--- src/rtl/clock_set_controller_pkg.sv ---
// clock_set_controller_pkg: state encoding, digit indices and BCD digit helpers
package clock_set_controller_pkg;
   typedef enum logic [1:0] {
      ST_EDIT  = 2'd0,
      ST_RUN   = 2'd1,
      ST_PAUSE = 2'd2,
      ST_DONE  = 2'd3
   } state_t;
   localparam logic [1:0] D_S1  = 2'd0;
   localparam logic [1:0] D_S10 = 2'd1;
   localparam logic [1:0] D_M1  = 2'd2;
   localparam logic [1:0] D_M10 = 2'd3;
   localparam logic [15:0] DIGIT_LIM = {4'd5, 4'd9, 4'd5, 4'd9};
   function automatic logic [3:0] dig(input logic [15:0] v, input logic [1:0] idx);
      return v[{idx, 2'b00} +: 4];
   endfunction
   function automatic logic [3:0] digit_inc(input logic [3:0] v, input logic [1:0] idx);
      return (v == dig(DIGIT_LIM, idx)) ? 4'd0 : v + 4'd1;
   endfunction
   function automatic logic [3:0] digit_dec(input logic [3:0] v, input logic [1:0] idx);
      return (v == 4'd0) ? dig(DIGIT_LIM, idx) : v - 4'd1;
   endfunction
endpackage

--- src/rtl/mmss_bcd_decrement.sv ---
// mmss_bcd_decrement: MM:SS BCD value minus one second, with borrow chain S1->S10->M1->M10
module mmss_bcd_decrement
   import clock_set_controller_pkg::*;
(
   input  logic [15:0] bcd_in,
   output logic [15:0] bcd_out,
   output logic        is_zero_next
);
   logic b_s10, b_m1, b_m10;
   assign b_s10 = dig(bcd_in, D_S1) == 4'd0;
   assign b_m1  = b_s10 && dig(bcd_in, D_S10) == 4'd0;
   assign b_m10 = b_m1 && dig(bcd_in, D_M1) == 4'd0;
   assign bcd_out = {
      b_m10 ? digit_dec(dig(bcd_in, D_M10), D_M10) : dig(bcd_in, D_M10),
      b_m1  ? digit_dec(dig(bcd_in, D_M1), D_M1)   : dig(bcd_in, D_M1),
      b_s10 ? digit_dec(dig(bcd_in, D_S10), D_S10) : dig(bcd_in, D_S10),
      digit_dec(dig(bcd_in, D_S1), D_S1)
   };
   assign is_zero_next = bcd_out == 16'h0000;
endmodule

--- src/rtl/clock_set_controller.sv ---
// clock_set_controller: countdown MM:SS mode controller (edit/run/pause/done)
// with per-digit edit blinking and whole-display flash when expired.
module clock_set_controller
   import clock_set_controller_pkg::*;
#(
   parameter int BLINK_DIV = 25_000_000,
   parameter int BLINK_W   = 25
) (
   input  logic        clk,
   input  logic        rst,
   input  logic        tick_1hz,
   input  logic        sel_pulse,
   input  logic        inc_pulse,
   input  logic        go_pulse,
   output logic [15:0] digits,
   output logic [1:0]  sel_digit,
   output logic [3:0]  blank,
   output logic        running,
   output logic        expired
);
   state_t              state_q, state_d;
   logic [15:0]         digits_q, digits_d, dec_val;
   logic [1:0]          sel_q, sel_d;
   logic [BLINK_W-1:0]  blink_cnt_q, blink_cnt_d;
   logic                blink_q, blink_d, dec_zero, wrap;
   mmss_bcd_decrement u_dec (
      .bcd_in      (digits_q),
      .bcd_out     (dec_val),
      .is_zero_next(dec_zero)
   );
   always_ff @(posedge clk) begin
      if (rst) begin
         state_q     <= ST_EDIT;
         digits_q    <= '0;
         sel_q       <= D_S1;
         blink_cnt_q <= '0;
         blink_q     <= 1'b0;
      end else begin
         state_q     <= state_d;
         digits_q    <= digits_d;
         sel_q       <= sel_d;
         blink_cnt_q <= blink_cnt_d;
         blink_q     <= blink_d;
      end
   end
   always_comb begin
      state_d = state_q;
      case (state_q)
         ST_EDIT:  state_d = (go_pulse && digits_q != 16'h0000) ? ST_RUN : ST_EDIT;
         ST_RUN:   state_d = (tick_1hz && dec_zero) ? ST_DONE : go_pulse ? ST_PAUSE : ST_RUN;
         ST_PAUSE: state_d = go_pulse ? ST_RUN : sel_pulse ? ST_EDIT : ST_PAUSE;
         default:  state_d = go_pulse ? ST_EDIT : ST_DONE;
      endcase
   end
   // The increment uses the old selection, so a coincident sel_pulse advances afterwards.
   always_comb begin
      digits_d = digits_q;
      sel_d    = sel_q;
      if (state_q == ST_EDIT) begin
         if (inc_pulse) digits_d[{sel_q, 2'b00} +: 4] = digit_inc(dig(digits_q, sel_q), sel_q);
         if (sel_pulse) sel_d = sel_q + 2'd1;
      end else if (state_q == ST_RUN && tick_1hz) begin
         digits_d = dec_val;
      end else if (state_q == ST_DONE && go_pulse) begin
         digits_d = '0;
         sel_d    = D_S1;
      end
      wrap        = blink_cnt_q == BLINK_W'(BLINK_DIV - 1);
      blink_cnt_d = (sel_pulse || wrap) ? '0 : blink_cnt_q + BLINK_W'(1);
      blink_d     = !sel_pulse && (blink_q ^ wrap);
   end
   always_comb begin
      digits    = digits_q;
      sel_digit = sel_q;
      running   = state_q == ST_RUN;
      expired   = state_q == ST_DONE;
      blank     = (state_q == ST_EDIT) ? ({3'b000, blink_q} << sel_q) :
                  (state_q == ST_DONE) ? {4{blink_q}} : 4'b0000;
   end
endmodule

--- config.mk ---
export PLATFORM = sky130hd
export DESIGN_NAME = clock_set_controller
export DESIGN_NICKNAME = d
export VERILOG_FILES = /design/src/rtl/clock_set_controller_pkg.sv /design/src/rtl/mmss_bcd_decrement.sv /design/src/rtl/clock_set_controller.sv
export SDC_FILE = /design/constraint.sdc
export NUM_CORES = 1
export LEC_CHECK = 0
export ABC_AREA = 0
export BUFFER_PORTS_ARGS = -buffer_cell sky130_fd_sc_hd__buf_2
export CAP_MARGIN = 15
export CORE_UTILIZATION = 59
export DETAILED_ROUTE_END_ITERATION = 6
export PLACE_DENSITY = 0.8
export SETUP_SLACK_MARGIN = 0.05
export SLEW_MARGIN = 40
export SYNTH_ARGS = -nofsm -noshare
export SYNTH_HDL_FRONTEND = slang
export SYNTH_SLANG_ARGS = --single-unit
--- constraint.sdc ---
create_clock -name clk -period 2.5 [get_ports clk]
set_clock_uncertainty 0.2 [all_clocks]
set_input_delay 0.25 -clock clk [delete_from_list [all_inputs] [get_ports clk]]
set_output_delay 0.25 -clock clk [all_outputs]
set_load 0.01 [all_outputs]
Word-level counts from Yosys, hierarchy flattened
Cells that the tools add are included.
- bits in registers: 46
- input port bits: 6
- output and inout bits: 24
- logic and storage cells: 74
- add/sub/neg operators: 8
- equal/unequal tests: 8
- shift operators: 5
- muxes and demuxes: 26
- bitwise operators: 1
- reductions and logical operators: 21
- operators by type and width (operator ; count):
    two-way mux 16 bit ; 4
    two-way mux 4 bit ; 10
    adder 25 x 1 -> 25 bit (second input constant) ; 1
    == test 25 bit (second input constant) ; 1
    two-way mux 2 bit ; 9
    bitwise mux 16 bit ; 1
    zero test 16 bit ; 1
    zero test 4 bit ; 4
    nonzero test 16 bit ; 1
    variable shift 4 x 6 -> 16 bit (first input constant) ; 1
    variable part select 16 x 5 -> 4 bit ; 1
    variable part select 16 x 5 -> 4 bit (first input constant) ; 1
    variable part select 4 x 6 -> 16 bit ; 1
    subtractor 4 x 1 -> 4 bit (second input constant) ; 4
    logical AND 1 bit ; 7
    inequality test 2 bit (second input constant) ; 3
    negator 4 -> 6 bit ; 1
    case mux 2 bit (3 select lines) ; 1
    adder 4 x 1 -> 4 bit (second input constant) ; 1
    == test 2 bit (second input constant) ; 2
    == test 4 bit ; 1
    << shifter 1 x 2 -> 4 bit ; 1
    AND reduction 3 bit ; 1
    nonzero test 3 bit ; 1
    other kinds (10) ; 10

Depth between registers and ports, before layout
- depth after elaboration: 8
- mapped depth: 9
- depth with buffers taken out: 7

Cells and area by module
Synthesis repeated with hierarchy kept, for this count alone.
- cells, all modules: 359
- area, all modules: 2955.3 sq um
- modules (own cells, without submodules) (module ; times used ; cells an instance ; area each (sq um) ; sequential area each (sq um)):
    clock_set_controller ; 1 ; 307 ; 2602.5 ; 920.9
    mmss_bcd_decrement ; 1 ; 52 ; 352.8 ; 0.0

Worst setup path after synthesis
No wires, ideal clock.
- kind: register -> register
- start point: reg sel_q[0] (netlist: sel_digit[0])
- end point: reg digits_q[10] (netlist: digits[10])
- setup time: 0.079 ns
- arrival time: 2.053 ns
- data required time: 2.221 ns
- path slack: 0.168 ns
- cell stages (with the launch flop): 8
- path buffers: 1
- period minus slack after synthesis: 2.332 ns
- path through: dfxtp_1 > buf_2 > mux4_2 > ha_1 > xnor2_1 > a21oi_1 > a22oi_1 > a211oi_2
- word-level cells in the longest chain between the ends: 7
- elaborated cells on any way between the ends: 11
- those cells by class: add/sub: 2; eq/ne: 1; shift: 4; mux: 4
- ends and longest elaborated chain (item ; RTL line ; text):
    from (decl) ; clock_set_controller.sv:23 ; logic [1:0] sel_q, sel_d;
    from (signal assigned) ; clock_set_controller.sv:41 ; sel_q <= sel_d;
    variable part select 16 x 5 -> 4 bit ; clock_set_controller_pkg.sv:15 ; return v[{idx, 2'b00} +: 4];
    adder 4 x 1 -> 4 bit / == test 4 bit (equally long branches) ; clock_set_controller_pkg.sv:18 ; return (v == dig(DIGIT_LIM, idx)) ? 4'd0 : v + 4'd1;
    two-way mux 4 bit ; clock_set_controller_pkg.sv:18 ;
    variable part select 4 x 6 -> 16 bit ; clock_set_controller.sv:60 ; if (inc_pulse) digits_d[{sel_q, 2'b00} +: 4] = digit_inc(dig(digits_q, sel_q), sel_q);
    bitwise mux 16 bit * ; clock_set_controller.sv:60 ;
    two-way mux 16 bit * ; clock_set_controller.sv:60 ;
    two-way mux 16 bit * ; clock_set_controller.sv:59 ; if (state_q == ST_EDIT) begin
    to (signal assigned) ; clock_set_controller.sv:40 ; digits_q <= digits_d;
    to (decl) ; clock_set_controller.sv:22 ; logic [15:0] digits_q, digits_d, dec_val;
Mark *: on every way between the ends. The rest lies on a longest branch, timed or not. The select of a mux whose other input is x is not followed.
A chain may end at the register's enable or synchronous reset.

Final worst setup path
- start point: reg digits_q[3] (netlist: digits[3])
- end point: reg digits_q[13] (netlist: digits[13])
- word-level cells in the longest chain between the ends: 7
- elaborated cells on any way between the ends: 13
- those cells by class: add/sub: 1; eq/ne: 1; shift: 2; mux: 6; reduce/logical: 3
- ends and longest elaborated chain (item ; RTL line):
    variable part select 16 x 5 -> 4 bit ; clock_set_controller_pkg.sv:15
    adder 4 x 1 -> 4 bit / == test 4 bit (equally long branches) ; clock_set_controller_pkg.sv:18
    two-way mux 4 bit ; clock_set_controller_pkg.sv:18
    variable part select 4 x 6 -> 16 bit ; clock_set_controller.sv:60
    bitwise mux 16 bit ; clock_set_controller.sv:60
    two-way mux 16 bit ; clock_set_controller.sv:60
    two-way mux 16 bit * ; clock_set_controller.sv:59
Marks and branches as above.

==> flow_summary.ini <==
[drt]
avgViaCountPerCell = 6.33
drt_iter0_markers = 293
dr.pass1.iters = 6
vias = 2748
remaining_drc_errors = 0
drt-total-wl_um = 7060
detail-route-antenna-nets = 0
route.detailed.wl_per_inst_um = 16.3

[layout]
diodes = 0
areaGrowthSynthToFinish_pct = 10.3
fin_nets = 395
drive_above_1_share = 0.175
final_cell_area_sq_mm = 0.00315

[pwr]
powerDensity_mw_per_mm2 = 939
power_frac_clock = 0.151
p_int_mw = 1.62
peakVddDrop_mv = 0.593
power_frac_seq = 0.343
power_frac_comb = 0.506
p_sw_frac = 0.452
cellLeakagePower_nw = 1.14
p_sw_mw = 1.33

[floorplan]
rows = 24
fp.dieW_um = 71.5
start_util = 0.633
die_h_um = 71.5
design.core.area_sq_mm = 0.00450
ioPinCount = 30
die_area_sq_mm = 0.00512

[yosys]
synth_nets = 367
post_synth.cell_area_avg_sq_um = 8.06
synth_flop_cell = dfxtp_1
ys_types = 63
async_reset_ff_frac = 0
synth_edf_count = 0
syn_inst = 354
ys_ff_latch = 46
netlist_area_sq_mm = 0.00285
seq_area_frac_synth = 0.323
yosysWarningCount = 0

[clock_network]
root_buffer = clkbuf_8
path_clk_slew_ns = 0.09
clockBufferDepth = 2
htree_levels = 2
cts.sink_count = 46
clk_latency_ns = 0.29
cts_tree = built
numCtsBuffers = 5

[run_status]
status = completed

[critical_path]
critical_path.endpoint = digits[13]$_SDFFE_PP0P_
required_ns = 2.51
startpoint = digits[3]$_SDFFE_PP0P_
r2r_cells = 5
start_kind = register
critical_path.max_fanout = 9
endpoint_kind = register
rr_startpoint = digits[3]$_SDFFE_PP0P_
critical_path_class = register to register
r2r_end = digits[13]$_SDFFE_PP0P_
worstPathArrival_ns = 2.32
regToRegSetupSlack_ns = 0.19

[flow_run]
drv_cap = 0

[grt]
grt_max_degree = 26
grt_pass1_wl_um = 12100
grt_usage = 0.301
antenna_found_initial = 0
first_global_vias = 2522
grt_overflow = 0

[placed_design]
portBuffers = 29
place_area_sq_mm = 0.00304
hpwl_um = 5000
gp_congestion = 0.997

[timing]
slew_viol_final = 0
max_slew_margin = 0.650
setup-violations-final = 0
fin_tns_setup_ns = 0
rsz0062_at_grt = no
fin_crit_ns = 2.31
whs_ns = 0.204
worst_pin_slew_ns = 0.521
hold_violations = 0
fmax_mhz = 432
period_share = 0.925

[worst_hold_path]
hold_class = primary input to register
min_path_cells = 4
-- critical path, stage by stage, from the launching register on --
cell	delay, ns
dfxtp_1	0.40
or4_4	0.62
or3_4	0.45
nor4_1	0.20
o21ai_1	0.10
a311oi_2	0.25
-- per-stage QoR --
stage / worst slack (ns) / utilization / power [mW] / cells
after global routing: 0.0738 / 0.698 / 3.16 / 434
final: 0.188 / 0.698 / 2.95 / 434
after floorplan: 0.168 / - / 2.10 / 354
after global placement: 0.190 / 0.675 / 2.39 / 425
after CTS: 0.127 / 0.696 / 2.87 / 433
after detailed placement: 0.168 / 0.675 / 2.42 / 425
-- Yosys cell counts (7+ instances only) --
cell type  instances  share of area
o21ai_0            7          0.012
a21oi_1           19          0.033
inv_1             12          0.016
dfxtp_1           46           0.32
nor2_1            56          0.074
ha_1               7          0.031
clkbuf_1           9          0.012
xnor2_1           19          0.058
nand2_1           22          0.029
xor2_1             9          0.028
nand4_1            8          0.018
nor4_1             9          0.020
nor3_1            16          0.028
nand3_1           13          0.023
-- cell families after synthesis --
kind of cell / count (synthesis) / synth area share
compound gates: 66 / 0.154
xor+xnor: 28 / 0.0860
flops: 46 / 0.323
mux: 7 / 0.0474
simple gates: 166 / 0.300
buf+inv: 34 / 0.0583
fa+ha+maj: 7 / 0.0307
-- final cells by class --
| class | instances | area (sq um) |
|---|---|---|
| clock buffers | 5 | 68.8 |
| inverters | 13 | 48.8 |
| multi-input cells | 274 | 1770 |
| clock inverters | 2 | 15.0 |
| repair buffers | 42 | 258 |
| flip-flops and latches | 46 | 921 |
| fillers | 368 | 1360 |
| well taps | 52 | 65.1 |
-- flip-flops by register name, summed over array words and instances, names as in the netlist --
signal	cells
state_q	2
sel_digit	2
blink_cnt_q	25
digits	16
blink_q	1
-- how the worst min path moves through the flow --
stage / start / end / slack (ns)
floorplan: sel_pulse / blink_q$_SDFF_PP0_ / 0.13
global placement: blink_cnt_q[0]$_SDFF_PP0_ / blink_cnt_q[0]$_SDFF_PP0_ / 0.22
detailed placement: blink_cnt_q[0]$_SDFF_PP0_ / blink_cnt_q[0]$_SDFF_PP0_ / 0.24
CTS: go_pulse / state_q[1]$_SDFF_PP0_ / 0.19
global route: rst / sel_digit[1]$_SDFFE_PP0P_ / 0.24
finish: go_pulse / state_q[1]$_SDFF_PP0_ / 0.20
-- routing by layer --
layer | routed length [um] | part of all wire | track usage
met1 | 3090 | 0.44 | 0.416
met2 | 3020 | 0.43 | 0.449
met3 | 752 | 0.11 | 0.0802
met4 | 195 | 0.028 | 0.120
met5 | 0 | 0 | 0
-- power groups by stage --
stage,clock network [mW],registers [mW],logic [mW]
6_report,0.446,1.01,1.50
5_1_grt,0.489,1.03,1.63
4_1_cts,0.452,1.00,1.41
3_5_place_dp,0,1.02,1.40
3_3_place_gp,0,1.02,1.38
2_1_floorplan,0,0.973,1.12
-- cell usage in the layout (no fill, tap or decap), drive strengths merged, types with 3 or more instances in the layout --
| master | Yosys | final |
|---|---|---|
| nand3 | 13 | 13 |
| or4 | 4 | 4 |
| nor4b | 3 | 3 |
| nand4 | 8 | 8 |
| nor3 | 18 | 18 |
| or2 | 3 | 3 |
| buf | 11 | 41 |
| nand2 | 23 | 23 |
| and2 | 5 | 5 |
| nor2b | 5 | 5 |
| nor2 | 56 | 56 |
| and4 | 3 | 3 |
| xor2 | 9 | 9 |
| a211oi | 6 | 6 |
| dfxtp | 46 | 46 |
| and3 | 4 | 4 |
| a21boi | 4 | 4 |
| a31oi | 5 | 5 |
| nor4 | 9 | 9 |
| or3 | 4 | 4 |
| o21ai | 11 | 11 |
| mux4 | 5 | 5 |
| inv | 13 | 13 |
| nand3b | 3 | 3 |
| ha | 7 | 7 |
| clkbuf | 9 | 5 |
| xnor2 | 19 | 19 |
| o22ai | 4 | 4 |
| a21oi | 20 | 20 |
-- what timing repair did --
item                                   in CTS  in global routing
endpoints found under the hold margin       1                  0
resized for setup                           0                  1
hold buffers                                1                  0
setup endpoints to repair                   0                  2
buffers inserted                            0                  1
(Power assumes the default switching activity.)
